--- config.mk ---
export PLATFORM = sky130hd
export DESIGN_NAME = traffic_light_ctrl
export DESIGN_NICKNAME = d
export VERILOG_FILES = /design/src/rtl/traffic_light_ctrl.sv
export SDC_FILE = /design/constraint.sdc
export NUM_CORES = 1
export LEC_CHECK = 0
export CELL_PAD_IN_SITES_DETAIL_PLACEMENT = 1
export CELL_PAD_IN_SITES_GLOBAL_PLACEMENT = 1
export CORE_ASPECT_RATIO = 0.8
export CORE_MARGIN = 4
export CORE_UTILIZATION = 42
export DETAILED_ROUTE_END_ITERATION = 10
export GPL_ROUTABILITY_DRIVEN = 0
export PLACE_DENSITY = 0.92
export SLEW_MARGIN = 5
export SYNTH_ARGS = -nofsm -noshare
export SYNTH_HDL_FRONTEND = slang
export SYNTH_SLANG_ARGS = --single-unit
--- constraint.sdc ---
create_clock -name clk_1 -period 8.2 [get_ports clk_1]
set_input_delay 2.46 -clock clk_1 [delete_from_list [all_inputs] [get_ports clk_1]]
set_output_delay 2.46 -clock clk_1 [all_outputs]
set_load 0.01 [all_outputs]
--- src/rtl/traffic_light_ctrl.sv ---
// Two-road traffic light controller. It counts down each phase on rising edges
// of the 1 Hz level input and supports an emergency all-red override and a hold input.
module traffic_light_ctrl #(
  parameter int unsigned T_MG = 30,
  parameter int unsigned T_MY = 3,
  parameter int unsigned T_AR = 2,
  parameter int unsigned T_SG = 20,
  parameter int unsigned T_SY = 3
) (
  input  logic       clk_1,
  input  logic       rst,
  input  logic       clk_1024,
  input  logic       emg,
  input  logic       hold,
  output logic [2:0] main_rgy,
  output logic [2:0] side_rgy,
  output logic [3:0] cnt_tens,
  output logic [3:0] cnt_ones,
  output logic [2:0] state_o
);

  localparam int unsigned CW = 7;
  localparam logic [2:0] LAMP_R = 3'b100;
  localparam logic [2:0] LAMP_Y = 3'b010;
  localparam logic [2:0] LAMP_G = 3'b001;

  typedef enum logic [2:0] {
    S_MG  = 3'd0,
    S_MY  = 3'd1,
    S_AR1 = 3'd2,
    S_SG  = 3'd3,
    S_SY  = 3'd4,
    S_AR2 = 3'd5,
    S_EMG = 3'd6,
    S_BAD = 3'd7
  } state_e;

  state_e        state_q, state_d;
  logic [CW-1:0] cnt_q, cnt_d;
  logic [2:0]    main_q, main_d;
  logic [2:0]    side_q, side_d;
  logic          tick_q;
  logic          rise;

  function automatic state_e next_phase(input state_e s);
    case (s)
      S_MG:    return S_MY;
      S_MY:    return S_AR1;
      S_AR1:   return S_SG;
      S_SG:    return S_SY;
      S_SY:    return S_AR2;
      default: return S_MG;
    endcase
  endfunction

  function automatic logic [CW-1:0] phase_len(input state_e s);
    case (s)
      S_MY:          return CW'(T_MY);
      S_AR1, S_AR2:  return CW'(T_AR);
      S_SG:          return CW'(T_SG);
      S_SY:          return CW'(T_SY);
      default:       return CW'(T_MG);
    endcase
  endfunction

  assign rise = clk_1024 & ~tick_q;

  // Phase sequencing: emg overrides everything, EMG exit discards a coincident tick.
  always_comb begin
    state_d = state_q;
    cnt_d   = cnt_q;
    if (emg) begin
      state_d = S_EMG;
      cnt_d   = '0;
    end else if (state_q == S_EMG) begin
      state_d = S_AR2;
      cnt_d   = phase_len(S_AR2);
    end else if (state_q == S_BAD) begin
      state_d = S_MG;
      cnt_d   = phase_len(S_MG);
    end else if (!hold && rise) begin
      if (cnt_q == CW'(1)) begin
        state_d = next_phase(state_q);
        cnt_d   = phase_len(next_phase(state_q));
      end else begin
        cnt_d = cnt_q - CW'(1);
      end
    end
  end

  // Lamp decode from the next state so the lamp flops track state_q exactly.
  always_comb begin
    main_d = LAMP_R;
    side_d = LAMP_R;
    case (state_d)
      S_MG:    main_d = LAMP_G;
      S_MY:    main_d = LAMP_Y;
      S_SG:    side_d = LAMP_G;
      S_SY:    side_d = LAMP_Y;
      default: ;
    endcase
  end

  always_ff @(posedge clk_1) begin
    if (rst) begin
      state_q <= S_MG;
      cnt_q   <= CW'(T_MG);
      tick_q  <= 1'b0;
      main_q  <= LAMP_G;
      side_q  <= LAMP_R;
    end else begin
      state_q <= state_d;
      cnt_q   <= cnt_d;
      tick_q  <= clk_1024;
      main_q  <= main_d;
      side_q  <= side_d;
    end
  end

  assign main_rgy = main_q;
  assign side_rgy = side_q;
  assign state_o  = state_q;
  assign cnt_tens = 4'(cnt_q / CW'(10));
  assign cnt_ones = 4'(cnt_q % CW'(10));

endmodule

### Yosys cells after proc, flatten, opt, wreduce, memory -nomap -nowiden

Cells that the tools add are included.

* register bits after elaboration: 17
* bits of input ports: 5
* output and inout bits: 17
* word-level logic and storage cells: 53

* add/sub/neg operators: 1
* divide/modulo/power cells: 2
* eq/ne operators: 15
* muxes and demuxes: 19
* bitwise operators: 2
* reductions and logical operators: 8

Operators by type and width (count)
* 3-bit 2-to-1 mux: 10
* 5-bit 2-to-1 mux: 4
* 3-bit equality test, second input constant: 6
* 3-bit by 2-bit equality test with 1-bit output, second input constant: 5
* 3-bit one-hot mux with 5 select lines: 1
* 5-bit one-hot mux with 3 select lines: 1
* 3-bit one-hot mux with 2 select lines: 2
* 3-bit by 1-bit equality test with 1-bit output, second input constant: 3
* 7-bit by 4-bit divider with 7-bit output, second input constant: 1
* 7-bit by 1-bit equality test with 1-bit output, second input constant: 1
* 7-bit by 4-bit modulo with 7-bit output, second input constant: 1
* 7-bit 2-to-1 mux: 1
* 7-bit by 1-bit subtractor with 7-bit output, second input constant: 1
* 3-bit logical NOT: 2
* 4-bit nonzero test: 1
* 2-bit OR reduction: 2
* 4-bit OR reduction: 1
* 1-bit bitwise AND: 1
* 1-bit logical AND: 1
* 1-bit logical NOT: 1
* 1-bit inverter: 1

### Depth between registers and ports, before layout

* depth after elaboration: 15
* mapped depth: 13

### Worst setup path after synthesis

No wires, ideal clock.

* kind: reg2out
* start: register cnt_q[4]
* end: output cnt_ones[1]
* data arrival time: 2.727 ns
* required time: 5.740 ns
* path slack: 3.013 ns
* stages on the path, launching flop included: 11
* path buffers: 3
* path through: dfxtp_1 clkbuf_1 clkbuf_1 nor3_1 a221oi_1 ha_1 clkbuf_1 a22oi_1 a221oi_1 o221ai_1 xnor2_1

* longest elaborated chain between the ends: 1

RTL lines
* from (decl): RTL line 39 `logic [CW-1:0] cnt_q, cnt_d;`
* from (signal assigned): RTL line 107 `cnt_q <= CW'(T_MG);`
* from (signal assigned): RTL line 113 `cnt_q <= cnt_d;`
* 7-bit by 4-bit modulo with 7-bit output: RTL line 124 `assign cnt_ones = 4'(cnt_q % CW'(10));`
* to (decl): RTL line 18 `output logic [3:0] cnt_ones,`

Every way passes these cells.

### Worst setup path in the final report

* start: register cnt_q[5]
* end: output cnt_ones[1]

Same word-level chain as after synthesis.

==> out/qor.csv <==
metric;value;unit
leakagePower;0.558;nW
comb_power_share;28.5;%
grt_overflow;0;
viasPerCell;6.28;
grt_pass1_wl;6910;um
initial_core_util;44.5;%
cp.arrival;4.20;ns
cts_buffers;3;
fp-row-count;18;
antenna_found_initial;0;
synth_area;0.00139;mm^2
netlist.area_leader.share;24.4;%
routedWlPerCell;18.4;um
finalHoldViolations;0;
cts_sinks;17;
synth.area.top_cells;dfxtp_1 24%, xor2_1 5.0%, a21oi_1 4.7%, ha_1 4.5%, xnor2_1 4.4%;
cp.required;5.74;ns
irDropWorstVdd;0.0929;mV
skew;0.00315;ns
setup-violations-final;0;
fin_crit;6.66;ns
fp.coreArea;0.00313;mm^2
post_cts_buffers;0;
cp-end-kind;primary output;
maxCapViolCount;0;
worst-slew-pin-transition;0.817;ns
drt-total-wl;4080;um
hpwlAfterDp;2850;um
fin_hold_ws;0.564;ns
track_usage;20.5;%
syn_avg_cell_area;7.87;um^2
cts_root_buf;clkbuf_8;
sw_frac_of_total;33.9;%
maxSlewViolCount;0;
cp-start-kind;register;
diodes;0;
yosys.cell_types.count;55;
route.detailed.drc;0;
synthCells;177;
htreeDepth;1;
grt_pass1_vias;1405;
port_buffers;21;
cts_hold_buf;0;
fin_nets;193;
dieWidth;72.4;um
period_share;81.2;%
p_switching;79.8;uW
ant_nets;0;
status;completed;
tritoncts;built;
synth_nets;187;
cts_resized;0;
drive_gt1_share;6.04;%
clk_pin_slew;0.07;ns
synth_enable_flop_cells;0;
ys_seq_elements;17;
dieArea;0.00431;mm^2
final_core_util;51.3;%
area_growth;15.4;%
slew_headroom;45.5;%
synth_flop_cell;dfxtp_1;
power.internal;156;uW
rsz0062_at_grt;no;
critical_path_class;reg2out;
drt_iter0_drc;64;
cp_max_fo;19;
setup_tns;0;ns
synth_warnings;0;
io_pins;22;
firstDrtPassIters;4;
grt_max_degree;24;
async_flop_share;0;%
p_seq_share;42.9;%
pwr-share-clk;28.6;%
yosysSeqAreaShare;24.4;%
die_y;59.5;um
fmax;0.150;GHz
num_vias;1394;
clk_path_buf_depth;2;
insertion_delay;0.26;ns
cellPowerDensity;147;mW/mm^2
hp-class;reg2reg;
yosys.area.top_type;dfxtp_1;
worst paths after layout:
| path | from | end | slack (ns) | depth (start not counted) |
|---|---|---|---|---|
| min reg2reg | cnt_q[0]$_SDFFE_PP0P_ | cnt_q[0]$_SDFFE_PP0P_ | 0.56 | 2 |
| max reg2reg | cnt_q[4]$_SDFFE_PP1P_ | state_o[2]$_SDFF_PP0_ | 5.88 | 5 |
| min | cnt_q[0]$_SDFFE_PP0P_ | cnt_q[0]$_SDFFE_PP0P_ | 0.56 | 2 |
| max | cnt_q[5]$_SDFFE_PP0P_ | cnt_ones[1] | 1.54 | 11 |
through the flow:
stage	power (mW)	setup slack (ns)	cell area [um^2]	cells
finish	0.235	1.54	1610	222
global route	0.248	0.959	1610	222
CTS	0.236	1.53	1610	222
detailed placement	0.169	1.81	1560	218
global placement	0.165	2.17	1560	218
floorplan	0.143	3.01	1390	177
layout make-up:
type | instances | area (um^2)
multi-input combinational | 134 | 937
clock buffer | 3 | 41.3
clock inverter | 1 | 5.00
timing repair buffer | 21 | 210
sequential | 17 | 340
tap | 40 | 50.0
fill | 380 | 1520
inverter | 6 | 22.5
cells in the final DEF (no fill, tap or decap), types with 4 or more instances in the layout:
cell type / n
nor2_1: 7
inv_1: 6
o21ai_0: 4
nand2_1: 8
ha_1: 5
a21oi_1: 13
nand2b_1: 4
nor4_1: 5
dfxtp_1: 17
nor3_1: 9
xor2_1: 8
clkdlybuf4s50_1: 21
nor3b_1: 4
a31oi_1: 4
xnor2_1: 7
cells in the mapped netlist (5+ instances only):
cell      count
nor2_1        7
dfxtp_1      17
buf_2         5
xnor2_1       7
xor2_1        8
nor3_1        9
nor4_1        5
inv_1         6
clkbuf_1     11
ha_1          5
a21oi_1      13
nand2_1       8
power by group through the flow:
stage	sequential, mW	combinational (mW)	clock (mW)
final	0.101	0.0672	0.0674
after floorplan	0.0925	0.0502	0
after global routing	0.102	0.0734	0.0722
after global placement	0.101	0.0637	0
after detailed placement	0.102	0.0664	0
after CTS	0.100	0.0673	0.0680
logic make-up after synthesis:
group | Yosys count | share of synthesized area (%)
buf+inv | 26 | 8.27
mux | 2 | 1.44
compound gates | 52 | 25.3
xor+xnor | 15 | 9.43
simple gates | 59 | 25.9
flops | 17 | 24.4
fa+ha+maj | 6 | 5.21
flip-flops by register name (all words and copies together) (netlist names):
signal	cells
side_rgy	3
tick_q	1
main_rgy	3
cnt_q	7
state_o	3
critical path: stages (launching register included):
cell and delay [ns]:
dfxtp_1 0.76, nand2b_1 0.34, nand3_1 0.17, o21ai_0 0.09
a221oi_1 0.35, ha_1 0.49, a21boi_0 0.22, o22ai_1 0.11
a221oi_1 0.35, o221ai_1 0.27, xnor2_1 0.21, clkdlybuf4s50_1 0.56
per-layer routing:
layer  global-route usage [%]  wire length, um  vias up
met1                     26.1             1920      706
met5                        0                0        -
met4                     6.05               44        0
met2                     35.3             1950       31
li1                         -                -      650
met3                     3.90              164        7
No activity file was read; power rests on OpenSTA's default activity.
